[config.mk]
export PLATFORM = sky130hd
export DESIGN_NAME = uart_tx
export DESIGN_NICKNAME = d
export VERILOG_FILES = /design/src/rtl/uart_tx.sv
export SDC_FILE = /design/constraint.sdc
export NUM_CORES = 1
export LEC_CHECK = 0
export BUFFER_PORTS_ARGS = -buffer_cell sky130_fd_sc_hd__buf_2
export CAP_MARGIN = 20
export CORE_ASPECT_RATIO = 0.75
export CORE_MARGIN = 3
export CORE_UTILIZATION = 45
export CTS_CLUSTER_SIZE = 8
export DETAILED_ROUTE_END_ITERATION = 8
export HOLD_SLACK_MARGIN = 0.05
export PLACE_DENSITY = 0.66
export SLEW_MARGIN = 5
export SYNTH_ARGS = -nofsm -noshare
export SYNTH_HDL_FRONTEND = slang
export SYNTH_SLANG_ARGS = --single-unit
export TNS_END_PERCENT = 50
[constraint.sdc]
create_clock -name sys_clk -period 2.4 [get_ports sys_clk]
set_input_delay 0.36 -clock sys_clk [delete_from_list [all_inputs] [get_ports sys_clk]]
set_output_delay 0.36 -clock sys_clk [all_outputs]
set_load 0.005 [all_outputs]
[src/rtl/uart_tx.sv]
`timescale 1ns / 1ps
// uart_tx: 8N1 UART transmitter with a one-entry holding buffer.
// Accepts bytes on a valid/ready handshake and serialises them onto uart_txd:
// start bit, 8 data bits LSB first, one stop bit. A byte queued during a frame
// follows the current stop bit with no idle gap.
//
// Ports:
//   sys_clk        system clock, rising edge
//   sys_rst_n      asynchronous reset, active HIGH (name kept for consistency)
//   uart_tx_valid  uart_tx_data holds a byte to send
//   uart_tx_data   byte to send, sampled on handshake only
//   uart_tx_ready  holding buffer empty, a byte can be accepted
//   uart_txd       serial line, idle high, registered
//   uart_tx_busy   a frame is in progress
//   tx_done        one-cycle pulse in the last clock of each stop bit
module uart_tx #(
  parameter int unsigned BPS         = 9600,
  parameter int unsigned SYS_CLK_FRE = 50_000_000,
  parameter int unsigned BPS_CNT     = SYS_CLK_FRE / BPS
) (
  input  logic       sys_clk,
  input  logic       sys_rst_n,
  input  logic       uart_tx_valid,
  input  logic [7:0] uart_tx_data,
  output logic       uart_tx_ready,
  output logic       uart_txd,
  output logic       uart_tx_busy,
  output logic       tx_done
);

  localparam logic [15:0] LastCnt = 16'(BPS_CNT - 1);

  typedef enum logic [1:0] {StIdle, StStart, StData, StStop} state_e;

  state_e      state_q, state_d;
  logic [15:0] clk_cnt_q, clk_cnt_d;
  logic [2:0]  bit_cnt_q, bit_cnt_d;
  logic [7:0]  shift_q, shift_d;
  logic [7:0]  buf_q, buf_d;
  logic        buf_full_q, buf_full_d;
  logic        txd_q, txd_d;
  logic        bit_end;
  logic        accept;
  logic        load;

  always_comb begin
    state_d    = state_q;
    clk_cnt_d  = clk_cnt_q;
    bit_cnt_d  = bit_cnt_q;
    shift_d    = shift_q;
    load       = 1'b0;
    tx_done    = 1'b0;
    bit_end    = (clk_cnt_q == LastCnt);
    accept     = uart_tx_valid && !buf_full_q;

    if (state_q != StIdle) begin
      clk_cnt_d = bit_end ? 16'd0 : clk_cnt_q + 16'd1;
    end

    unique case (state_q)
      StIdle: begin
        clk_cnt_d = 16'd0;
        if (buf_full_q) begin
          load    = 1'b1;
          state_d = StStart;
        end
      end
      StStart: begin
        if (bit_end) begin
          state_d   = StData;
          bit_cnt_d = 3'd0;
        end
      end
      StData: begin
        if (bit_end) begin
          shift_d = {1'b0, shift_q[7:1]};
          if (bit_cnt_q == 3'd7) begin
            state_d = StStop;
          end else begin
            bit_cnt_d = bit_cnt_q + 3'd1;
          end
        end
      end
      StStop: begin
        if (bit_end) begin
          tx_done = 1'b1;
          // Chain straight into the next frame when a byte is already waiting.
          if (buf_full_q) begin
            load    = 1'b1;
            state_d = StStart;
          end else begin
            state_d = StIdle;
          end
        end
      end
      default: state_d = StIdle;
    endcase

    if (load) begin
      shift_d = buf_q;
    end

    // accept and load are exclusive: accept needs an empty buffer, load a full one.
    buf_d      = accept ? uart_tx_data : buf_q;
    buf_full_d = accept ? 1'b1 : (load ? 1'b0 : buf_full_q);

    // Line level follows the next state so uart_txd stays a plain register.
    unique case (state_d)
      StStart: txd_d = 1'b0;
      StData:  txd_d = shift_d[0];
      default: txd_d = 1'b1;
    endcase
  end

  always_ff @(posedge sys_clk or posedge sys_rst_n) begin
    if (sys_rst_n) begin
      state_q    <= StIdle;
      clk_cnt_q  <= 16'd0;
      bit_cnt_q  <= 3'd0;
      shift_q    <= 8'd0;
      buf_q      <= 8'd0;
      buf_full_q <= 1'b0;
      txd_q      <= 1'b1;
    end else begin
      state_q    <= state_d;
      clk_cnt_q  <= clk_cnt_d;
      bit_cnt_q  <= bit_cnt_d;
      shift_q    <= shift_d;
      buf_q      <= buf_d;
      buf_full_q <= buf_full_d;
      txd_q      <= txd_d;
    end
  end

  assign uart_tx_ready = ~buf_full_q;
  assign uart_txd      = txd_q;
  assign uart_tx_busy  = (state_q != StIdle);

endmodule

==> results by group, run 1 <==
Clock network
  • Clock Pin Slew Worst Setup and Hold Paths: approximately 80 ps
  • Worst skew pair latency: 290 ps
  • Total CTS buffers: 5
  • # clock sinks: 39
  • Hold buffers post-CTS: 0
  • CTS Root Cell: clkbuf_8
  • H-tree levels: 2
  • CTS tree: done
  • Clock buffer depth: 2

Job
  • Max-Cap Viols: 0

Worst setup path
  • Worst reg2reg endpoint: uart_txd$_DFF_PP1_
  • Crit start category: flip-flop
  • Crit path capture: uart_txd$_DFF_PP1_
  • CP Capture Type: flip-flop
  • Crit Path Max Fanout: 6
  • Worst Path Arrival: between 2000 and 2500 ps
  • FF-to-FF path depth: 7
  • Crit-path cells: or4b_4 -> nor4_4 -> buf_4 -> nor2b_1 -> nor4_1 -> a211oi_1 -> mux2i_1
  • WP buf/inv: 1
  • Crit-path max cell delay: around 590 ps
  • CP delay by family, top: simple AND/OR/NAND/NOR gates
  • Crit path kind: reg2reg
  • CP Depth: 7
  • R2r setup slk: around 150 ps
  • Worst EP required: ~2600 ps
  • Crit. Startpoint: clk_cnt_q[5]$_DFF_PP0_
  • Reg2reg start: clk_cnt_q[5]$_DFF_PP0_
  • Max stage delay cell, worst path: or4b_4

Logic synthesis
  • Largest cells by area after synthesis: dfrtp_1 (48%), ha_1 (5.1%), nor2_1 (4.5%), mux2i_1 (4.0%), xor2_1 (4.0%)
  • Yosys reg bits: 39
  • Post-synth top area share: between 40% and 50%
  • Post-Synthesis Net Count: approximately 210
  • Mapped Cells: 192
  • Async set-reset flop share out of synthesis: 100.0%
  • Ys flop type: dfrtp_1
  • Synth area leader: dfrtp_1
  • Yosys warns: 0
  • Synth Cell Area: between 0.0015 and 0.002 mm2
  • Post-synth EDFFs: 0
  • Syn_area_per_cell: roughly 10 um2
  • Seq/Total Area, Yosys: around half
  • Synth unique cells: 38

Final layout
  • Net count, final: 238
  • Fin util: ~55%
  • Commonest non-fill, non-tap cells in the layout: dfrtp_1 (38), nor2_1 (24), nand2_1 (15), buf_2 (14)
  • Layout area overhead: 15.67%
  • Share of post-route cells with drive strength above 1: 23.18%
  • Most common cell after layout, fill and taps aside: dfrtp_1
  • Final Non-Filler Cells: between 200 and 300
  • Design area: approximately 0.0023 mm2
  • Inserted Diodes: 0

Die
  • Core area: between 0.004 and 0.005 mm2
  • Chip width: 82.61 um
  • Chip height: around 63 um
  • Initial Utilization: 47.68%
  • # IOs: 15
  • Die area: 0.005242 mm2
  • Number of placement rows: 20

GRT
  • GRT Util Overall: roughly 16%
  • Grt ovf: 0
  • Largest net degree at the start of global routing: 40
  • Initial antenna violation count: 0
  • First-pass GRT wire length: roughly 6300 um
  • Vias in the first global route: ~1400

Timing
  • FMAX: around 440 MHz
  • Final critical-path required period: 2253 ps
  • RSZ-0062 raised after global routing: no
  • Relative slew slack: between 60% and 70%
  • Final worst slack: about 150 ps
  • Tcrit/Tclk final: a little over nine tenths
  • Least-Margin Pin Slew: around 500 ps
  • Setup tns final: 0 ps
  • Final setup vio count: 0
  • Clock skew: between 4 and 5 ps
  • Final hold violations: 0
  • Fin. max-slew vios: 0

Placement
  • DP Worst Slack: between 200 and 250 ps
  • RePlAce Congestion: between 0.8 and 0.9
  • DP Wirelength: about 2500 um
  • Area after DPL: ~0.0022 mm2
  • Port buffer count: 14
  • Inst Count DP: between 200 and 300

Power and ir drop
  • Cell area power density: approximately 870 mW/mm2
  • P_leak: ~1.1 nW
  • Max VDD drop: 0.4742 mV

Detailed routing
  • ANT nets after route: 0
  • Routed wire length per instance: 13.04 um
  • Vias/cell: 5.211
  • DR iter-0 viols: 49
  • Final wirelength: 3586 um
  • DR vias: ~1400
  • Drt drc: 0
  • 1st-pass router iterations: 4

Run status
  • Status: complete, no violations

Min path
  • Min-delay worst type: in2async
## power breakdown
part / switching [mW] / internal [mW] / total [mW]
Clock: 0.228 / 0.203 / 0.431
Combinational: 0.311 / 0.278 / 0.590
Sequential: 0.119 / 0.846 / 0.965
Total: 0.658 / 1.33 / 1.99
## through the flow
step | hold WS, ps | total power, mW
final | 173.6 | 1.985
after global routing | 219.5 | 2.154
after CTS | 186.4 | 1.971
after detailed placement | 496.4 | 1.533
after global placement | 492.3 | 1.520
after floorplan | 468.1 | 1.360
## final cells by class
type	instances	area [um2]
fill	380	1863
clock buffer	6	72.57
inverter	10	37.54
multi-input combinational	137	958.4
clock inverter	2	12.51
sequential	39	977.2
timing repair buffer	26	163.9
tap	55	68.82
## cell usage after synthesis, types with 2 or more instances
cell type / count
nand3_1: 8
o21ai_0: 11
xor2_1: 9
dfrtp_1: 38
nor3_1: 2
ha_1: 8
nor2_1: 24
or4b_4: 2
inv_1: 10
or2_2: 2
nor3b_1: 2
a22o_1: 3
mux2_2: 6
mux2i_1: 8
nand4_1: 4
or4bb_1: 2
a21oi_1: 9
nor2b_1: 3
xnor2_1: 2
clkbuf_1: 3
or3_1: 5
nand2_1: 15
## sequential cells by signal, summed over array words and instances, names as in the netlist
name,cells
shift_q,8
buf_full_q,1
state_q,2
uart_txd,1
bit_cnt_q,3
clk_cnt_q,16
buf_q,8
## per-layer routing
layer / GRT usage (%) / up-vias / part of all wire [%]
met5: 0 / - / 0
met4: 4.490 / 0 / 0.92
met3: 4.714 / 4 / 4.7
met2: 19.40 / 28 / 36
met1: 25.82 / 681 / 58
li1: - / 720 / -
## worst min path at each step
stage          slack (ps)              startpoint  depth (start not counted)                       to
2_1_floorplan         470  shift_q[7]$_DFFE_PP0P_                          2   shift_q[7]$_DFFE_PP0P_
3_3_place_gp          490    buf_q[6]$_DFFE_PP0P_                          1     buf_q[6]$_DFFE_PP0P_
3_5_place_dp          500               sys_rst_n                          3  clk_cnt_q[12]$_DFF_PP0_
4_1_cts               190               sys_rst_n                          3  clk_cnt_q[12]$_DFF_PP0_
5_1_grt               220               sys_rst_n                          3  clk_cnt_q[12]$_DFF_PP0_
6_report              170               sys_rst_n                          3  clk_cnt_q[12]$_DFF_PP0_
## timing repair
item / in CTS / in global routing
endpoints found under the setup margin: 0 / 1
buffers inserted: 0 / 3
resized for setup: 0 / 5
## cell families after synthesis
logic type | synth area share (%)
adder cells (fa/ha/maj) | 5.054
flip-flops | 49.34
buffers and inverters | 3.537
multiplexers | 7.454
AND/OR/NAND/NOR | 21.86
AO/OA/AOI/OAI | 7.897
XOR/XNOR | 4.865
## worst reg2reg max path, stage by stage, from the launching register on
cell	delay (ps)
dfrtp_1	400
or4b_4	590
nor4_4	430
buf_4	210
nor2b_1	40
nor4_1	200
a211oi_1	120
mux2i_1	180
Note: power is estimated with default switching activity, not from simulation.
==> inputs of run 2 (changes only) <==
Settings changed: RECOVER_POWER set to 100.
==> run 2 against run 1 <==
Critical path type unchanged. Core utilization down 0.27 points. Via count grew 0.63%. Combinational power decreased by 2%. Power decreased by 0.65%. Global-route usage unchanged. Largest cell class unchanged. Critical path depth increased by 2. Clock-buffer cell count stayed put. Clock power is essentially flat.
==> results by group, run 2 (synthesis results as in run 1) <==
Final layout
  • Top reg by flops: clk_cnt_q
  • Most common cell after layout, fill and taps aside: dfrtp_1
  • Design area: 0.002280 mm2 (-0.49%)
  • Layout area overhead: 15.10%
  • Max FFs per register: 16 (unchanged)
  • Share of post-route cells with drive strength above 1: 21.36% (-1.8 points)
  • Net count, final: 238 (unchanged)
  • Top flop regs: clk_cnt_q: 16 flops, buf_q: 8 flops, shift_q: 8 flops
  • Inserted Diodes: 0 (unchanged)
  • Commonest non-fill, non-tap cells in the layout: dfrtp_1 (38), nor2_1 (24), nand2_1 (15), buf_2 (12), o21ai_0 (11)

Die
  • Number of placement rows: 20 (unchanged)
  • Core area: 0.004154 mm2 (unchanged)
  • Die area: 0.005242 mm2 (unchanged)
  • Chip height: 63.46 um (unchanged)
  • Initial Utilization: 47.68% (unchanged)
  • Chip width: 82.61 um (unchanged)
  • # IOs: 15 (unchanged)

Timing
  • Final critical-path required period: 2259 ps (+6.542 ps)
  • Final worst slack: 140.6 ps (-6.542 ps)
  • Relative slew slack: 35.95% (-31 points)
  • Clock skew: 3.193 ps (-0.8355 ps)
  • FMAX: 442.6 MHz (-0.29%)
  • Final setup vio count: 0 (unchanged)
  • RSZ-0062 raised after global routing: no
  • Fin. max-slew vios: 0 (unchanged)
  • Final hold violations: 0 (unchanged)
  • Setup tns final: 0 ps (unchanged)
  • Tcrit/Tclk final: 94.14% (+0.27 points)
  • Least-Margin Pin Slew: 960.8 ps (+472.2 ps)

Placement
  • RePlAce Congestion: 0.8579 (unchanged)
  • DP Wirelength: 2548 um (unchanged)
  • DP Worst Slack: 212.1 ps (unchanged)
  • Area after DPL: 0.002155 mm2 (unchanged)
  • Port buffer count: 14 (unchanged)

GRT
  • Largest net degree at the start of global routing: 40 (unchanged)
  • GRT Util Overall: 15.75% (unchanged)
  • Vias in the first global route: 1365 (unchanged)
  • Grt ovf: 0 (unchanged)
  • Initial antenna violation count: 0 (unchanged)
  • First-pass GRT wire length: 6313 um (unchanged)

Clock network
  • Clock Pin Slew Worst Setup and Hold Paths: 70 ps (about the same)
  • CTS tree: done
  • # clock sinks: 39 (unchanged)
  • Clock buffer depth: 2 (unchanged)
  • CTS Root Cell: clkbuf_8
  • Hold buffers post-CTS: 0 (unchanged)
  • H-tree levels: 2 (unchanged)
  • Worst skew pair latency: 280 ps (about the same)
  • Total CTS buffers: 5 (unchanged)

Detailed routing
  • DR vias: 1442 (+0.63%)
  • ANT nets after route: 0 (unchanged)
  • Vias/cell: 5.244 (+0.63%)
  • Drt drc: 0 (unchanged)
  • 1st-pass router iterations: 4 (unchanged)
  • Routed wire length per instance: 13.05 um (about the same)
  • Final wirelength: 3588 um (about the same)
  • DR iter-0 viols: 51 (+4.1%)

Worst setup path
  • Worst Path Arrival: 2420 ps (-40 ps)
  • Worst EP required: 2560 ps (-50 ps)
  • Crit. Startpoint: state_q[0]$_DFF_PP0_
  • Crit path capture: shift_q[3]$_DFFE_PP0P_
  • R2r setup slk: 140 ps (about the same)
  • Crit start category: flip-flop
  • Worst reg2reg endpoint: shift_q[3]$_DFFE_PP0P_
  • Crit Path Max Fanout: 15 (+9)
  • CP Capture Type: flip-flop
  • Crit path kind: reg2reg
  • FF-to-FF path depth: 9 (+2)
  • Reg2reg start: state_q[0]$_DFF_PP0_

Power and ir drop
  • P_leak: 1.076 nW (-1.1%)
  • Cell area power density: 865.3 mW/mm2 (-0.16%)
  • Share of power burned in registers: 48.9% (+0.3 points)
  • Comb pwr share: 29.3% (-0.4 points)
  • P_int: 1.314 mW (-1.0%)
  • Sw power: 0.6591 mW (+0.13%)
  • Max VDD drop: 0.4743 mV (about the same)
  • Switching part of the total power: 33.41% (+0.26 points)
  • Clk pwr share: 21.8% (about the same)

Min path
  • Min-delay worst type: in2reg

Job
  • Max-Cap Viols: 0 (unchanged)

Run status
  • Status: complete, no violations
run 2: changes by cell type in the layout (fill, tap and decap cells not counted):
cell,change
buf_2,-2
or2_1,+1
or2_2,-1
clkbuf_2,+2
buf_4,-3
clkbuf_1,+3
run 2: critical path, stage by stage (launching register included):
cell      delay (ps)
dfrtp_1          380
buf_6            130
ha_4             140
or4bb_4          470
nor4_4           320
buf_4            160
o21ai_2           60
clkbuf_2         240
nor2_1           180
a21oi_1           50
run 2: worst min path at each step:
stage	slack (ps)	end	cells after the start	start
6_report	290	buf_q[7]$_DFFE_PP0P_	3	uart_tx_data[7]
2_1_floorplan	470	shift_q[7]$_DFFE_PP0P_	2	shift_q[7]$_DFFE_PP0P_
4_1_cts	190	clk_cnt_q[12]$_DFF_PP0_	3	sys_rst_n
3_5_place_dp	500	clk_cnt_q[12]$_DFF_PP0_	3	sys_rst_n
3_3_place_gp	490	buf_q[6]$_DFFE_PP0P_	1	buf_q[6]$_DFFE_PP0P_
5_1_grt	290	buf_q[0]$_DFFE_PP0P_	3	uart_tx_data[0]
run 2: what timing repair did:
action / in CTS / in global routing
setup buffers: 0 / 3
resized for setup: 0 / 5
endpoints found under the setup margin: 0 / 1
run 2: through the flow:
stage | power (mW) | std cells | hold WS [ps] | util (%)
finish | 1.973 | 275 | 286.0 | 54.88
CTS | 1.971 | 272 | 186.4 | 53.92
detailed placement | 1.533 | 264 | 496.4 | 51.87
global placement | 1.520 | 264 | 492.3 | 51.87
floorplan | 1.360 | 192 | 468.1 | -
global route | 2.141 | 275 | 293.3 | 54.88
run 2: power by group through the flow:
stage	registers (mW)	clock network, mW	logic (mW)
finish	0.965	0.430	0.578
global route	0.996	0.483	0.662
CTS	0.963	0.448	0.560
detailed placement	0.973	0	0.560
global placement	0.975	0	0.545
floorplan	0.949	0	0.410
run 2: area by class of cell:
class	instances	area (um2)
clock buffers	6	72.57
clock inverters	2	12.51
fillers	382	1874
inverters	10	37.54
multi-input cells	137	958.4
flip-flops and latches	39	977.2
well taps	55	68.82
repair buffers	26	152.6
run 2: layer usage:
layer	global-route usage (%)	routed length (um)
met5	0	0
met4	4.490	19
met3	4.714	160
met2	19.40	1327
met1	25.82	2082
==> inputs of run 3 (changes only) <==
Settings changed: CAP_MARGIN 20 to 40, CORE_UTILIZATION 45 to 43, PLACE_DENSITY 0.66 to 0.64.
==> run 3 against run 2 <==
Sequential power up 2%. Hold slack worse by 3.9 ps. First-iteration DRC count up 47%. Power up 10%.
==> results by group, run 3 (synthesis results as in run 1) <==
Final layout
  • Top flop regs: clk_cnt_q: 16 flops, buf_q: 8 flops, shift_q: 8 flops
  • Most common cell after layout, fill and taps aside: dfrtp_1
  • Commonest non-fill, non-tap cells in the layout: dfrtp_1 (37), nor2_1 (24), nand2_1 (15), o21ai_0 (11), buf_2 (10)
  • Net count, final: 233 (-2.1%)
  • Max FFs per register: 16 (unchanged)
  • Top reg by flops: clk_cnt_q
  • Share of post-route cells with drive strength above 1: 19.53% (-1.8 points)
  • Layout area overhead: 14.40%
  • Inserted Diodes: 0 (unchanged)
  • Design area: 0.002266 mm2 (-0.60%)

Detailed routing
  • Routed wire length per instance: 14.40 um (+10%)
  • DR vias: 1455 (+0.90%)
  • 1st-pass router iterations: 5 (+1)
  • Drt drc: 0 (unchanged)
  • Vias/cell: 5.389 (+2.8%)
  • ANT nets after route: 0 (unchanged)
  • Final wirelength: 3889 um (+8.4%)
  • DR iter-0 viols: 75 (+47%)

Power and ir drop
  • P_leak: 1.046 nW (-2.8%)
  • Switching part of the total power: 30.79% (-2.6 points)
  • Cell area power density: 958.3 mW/mm2 (+11%)
  • Sw power: 0.6686 mW (+1.4%)
  • P_int: 1.503 mW (+14%)
  • Comb pwr share: 24.9% (-4.4 points)
  • Max VDD drop: 0.5035 mV (+6.1%)
  • Share of power burned in registers: 45.4% (-3.5 points)
  • Clk pwr share: 29.8% (+8.0 points)

Clock network
  • Hold buffers post-CTS: 0 (unchanged)
  • CTS Root Cell: clkbuf_8
  • H-tree levels: 2 (unchanged)
  • Worst skew pair latency: 290 ps (about the same)
  • # clock sinks: 39 (unchanged)
  • Total CTS buffers: 5 (unchanged)
  • Clock buffer depth: 2 (unchanged)
  • CTS tree: done
  • Clock Pin Slew Worst Setup and Hold Paths: 80 ps (about the same)

Timing
  • Setup tns final: 0 ps (unchanged)
  • WHS: 282.0 ps (-3.939 ps)
  • FMAX: 446.4 MHz (+0.85%)
  • RSZ-0062 raised after global routing: no
  • Fin. max-slew vios: 0 (unchanged)
  • Least-Margin Pin Slew: 942.3 ps (-18.57 ps)
  • Final hold violations: 0 (unchanged)
  • Tcrit/Tclk final: 93.35% (-0.80 points)
  • Clock skew: 2.854 ps (-0.3390 ps)
  • Final setup vio count: 0 (unchanged)
  • Relative slew slack: 37.18% (+1.2 points)
  • Final critical-path required period: 2240 ps (-19.13 ps)

Die
  • Chip height: 64.78 um (+2.1%)
  • Initial Utilization: 46.83% (-0.85 points)
  • # IOs: 15 (unchanged)
  • Number of placement rows: 20 (unchanged)
  • Chip width: 84.37 um (+2.1%)
  • Die area: 0.005465 mm2 (+4.3%)
  • Core area: 0.004229 mm2 (+1.8%)

Placement
  • RePlAce Congestion: 0.7976 (-7.0%)
  • Port buffer count: 14 (unchanged)
  • DP Wirelength: 2735 um (+7.4%)
  • Area after DPL: 0.002132 mm2 (-1.0%)

GRT
  • Grt ovf: 0 (unchanged)
  • Initial antenna violation count: 0 (unchanged)
  • Vias in the first global route: 1408 (+3.2%)
  • First-pass GRT wire length: 6624 um (+4.9%)
  • GRT Util Overall: 15.30% (-0.44 points)
  • Largest net degree at the start of global routing: 40 (unchanged)

Run status
  • Status: complete, no violations

Worst setup path
  • Crit path kind: reg2reg
  • Crit start category: flip-flop
  • Worst Path Arrival: 2420 ps (about the same)
  • Max stage delay cell, worst path: or4bb_1
  • CP Capture Type: flip-flop
  • Crit-path max cell delay: 480 ps (about the same)
  • WP buf/inv: 2 (-1)
  • Crit-path cells: inv_2 -> ha_1 -> or4bb_1 -> or4_4 -> buf_4 -> mux2i_1 -> a21oi_1
  • CP delay by family, top: simple AND/OR/NAND/NOR gates
  • Crit Path Max Fanout: 7 (-8)
  • Worst EP required: 2580 ps (+20 ps)

Min path
  • Min-delay worst type: in2reg

Job
  • Max-Cap Viols: 0 (unchanged)
run 3: per-layer routing:
layer  up-vias  routed length (um)  global-route usage [%]
li1        707                   -                       -
met1       702                1899                   20.60
met2        38                1782                   24.41
met3         8                 158                   3.939
met4         0                  48                   4.743
met5         -                   0                       0
run 3: layout make-up:
class,instances,area [um2]
Clock buffer,5,68.82
Clock inverter,3,67.56
Fill cell,385,1963
Inverter,10,37.54
Multi-Input combinational cell,137,933.4
Sequential cell,39,978.4
Tap cell,55,68.82
Timing Repair Buffer,21,111.4
run 3: power groups by stage:
stage | clock [mW] | sequential [mW] | combinational [mW]
after floorplan | 0 | 0.949 | 0.410
after global placement | 0 | 0.976 | 0.503
after detailed placement | 0 | 0.991 | 0.532
after CTS | 0.661 | 0.981 | 0.535
after global routing | 0.699 | 1.01 | 0.616
final | 0.646 | 0.985 | 0.540
run 3: final timing paths:
kind                                 startpoint                      to  slack, ps  cells after the start
max                        state_q[0]$_DFF_PP0_  shift_q[6]$_DFFE_PP0P_        160                      7
min                             uart_tx_data[0]    buf_q[0]$_DFFE_PP0P_        280                      3
max reg2reg                state_q[0]$_DFF_PP0_  shift_q[6]$_DFFE_PP0P_        160                      7
min reg2reg                buf_q[2]$_DFFE_PP0P_    buf_q[2]$_DFFE_PP0P_        520                      1
max in group asynchronous             sys_rst_n    state_q[0]$_DFF_PP0_       1410                      3
min in group asynchronous             sys_rst_n    buf_q[4]$_DFFE_PP0P_        350                      3
run 3: stage by stage:
| step | worst slack (ps) | total power, mW | instances | util [%] |
|---|---|---|---|---|
| 2_1_floorplan | 34.41 | 1.360 | 192 | - |
| 3_3_place_gp | 236.4 | 1.479 | 261 | 50.41 |
| 3_5_place_dp | 151.5 | 1.523 | 261 | 50.41 |
| 4_1_cts | 99.57 | 2.177 | 269 | 53.64 |
| 5_1_grt | 21.06 | 2.325 | 270 | 53.58 |
| 6_report | 159.7 | 2.171 | 270 | 53.58 |
run 3: tightest hold or removal path: cells and delay by family:
family | cells | cell delay, ps
compound gates | 1 | 60
buf+inv | 1 | 80
simple gates | 1 | 30
run 3: repair_timing:
action                     in CTS  in global routing
setup endpoints to repair       0                  2
resized for setup               0                  2
buffers inserted                0                  1
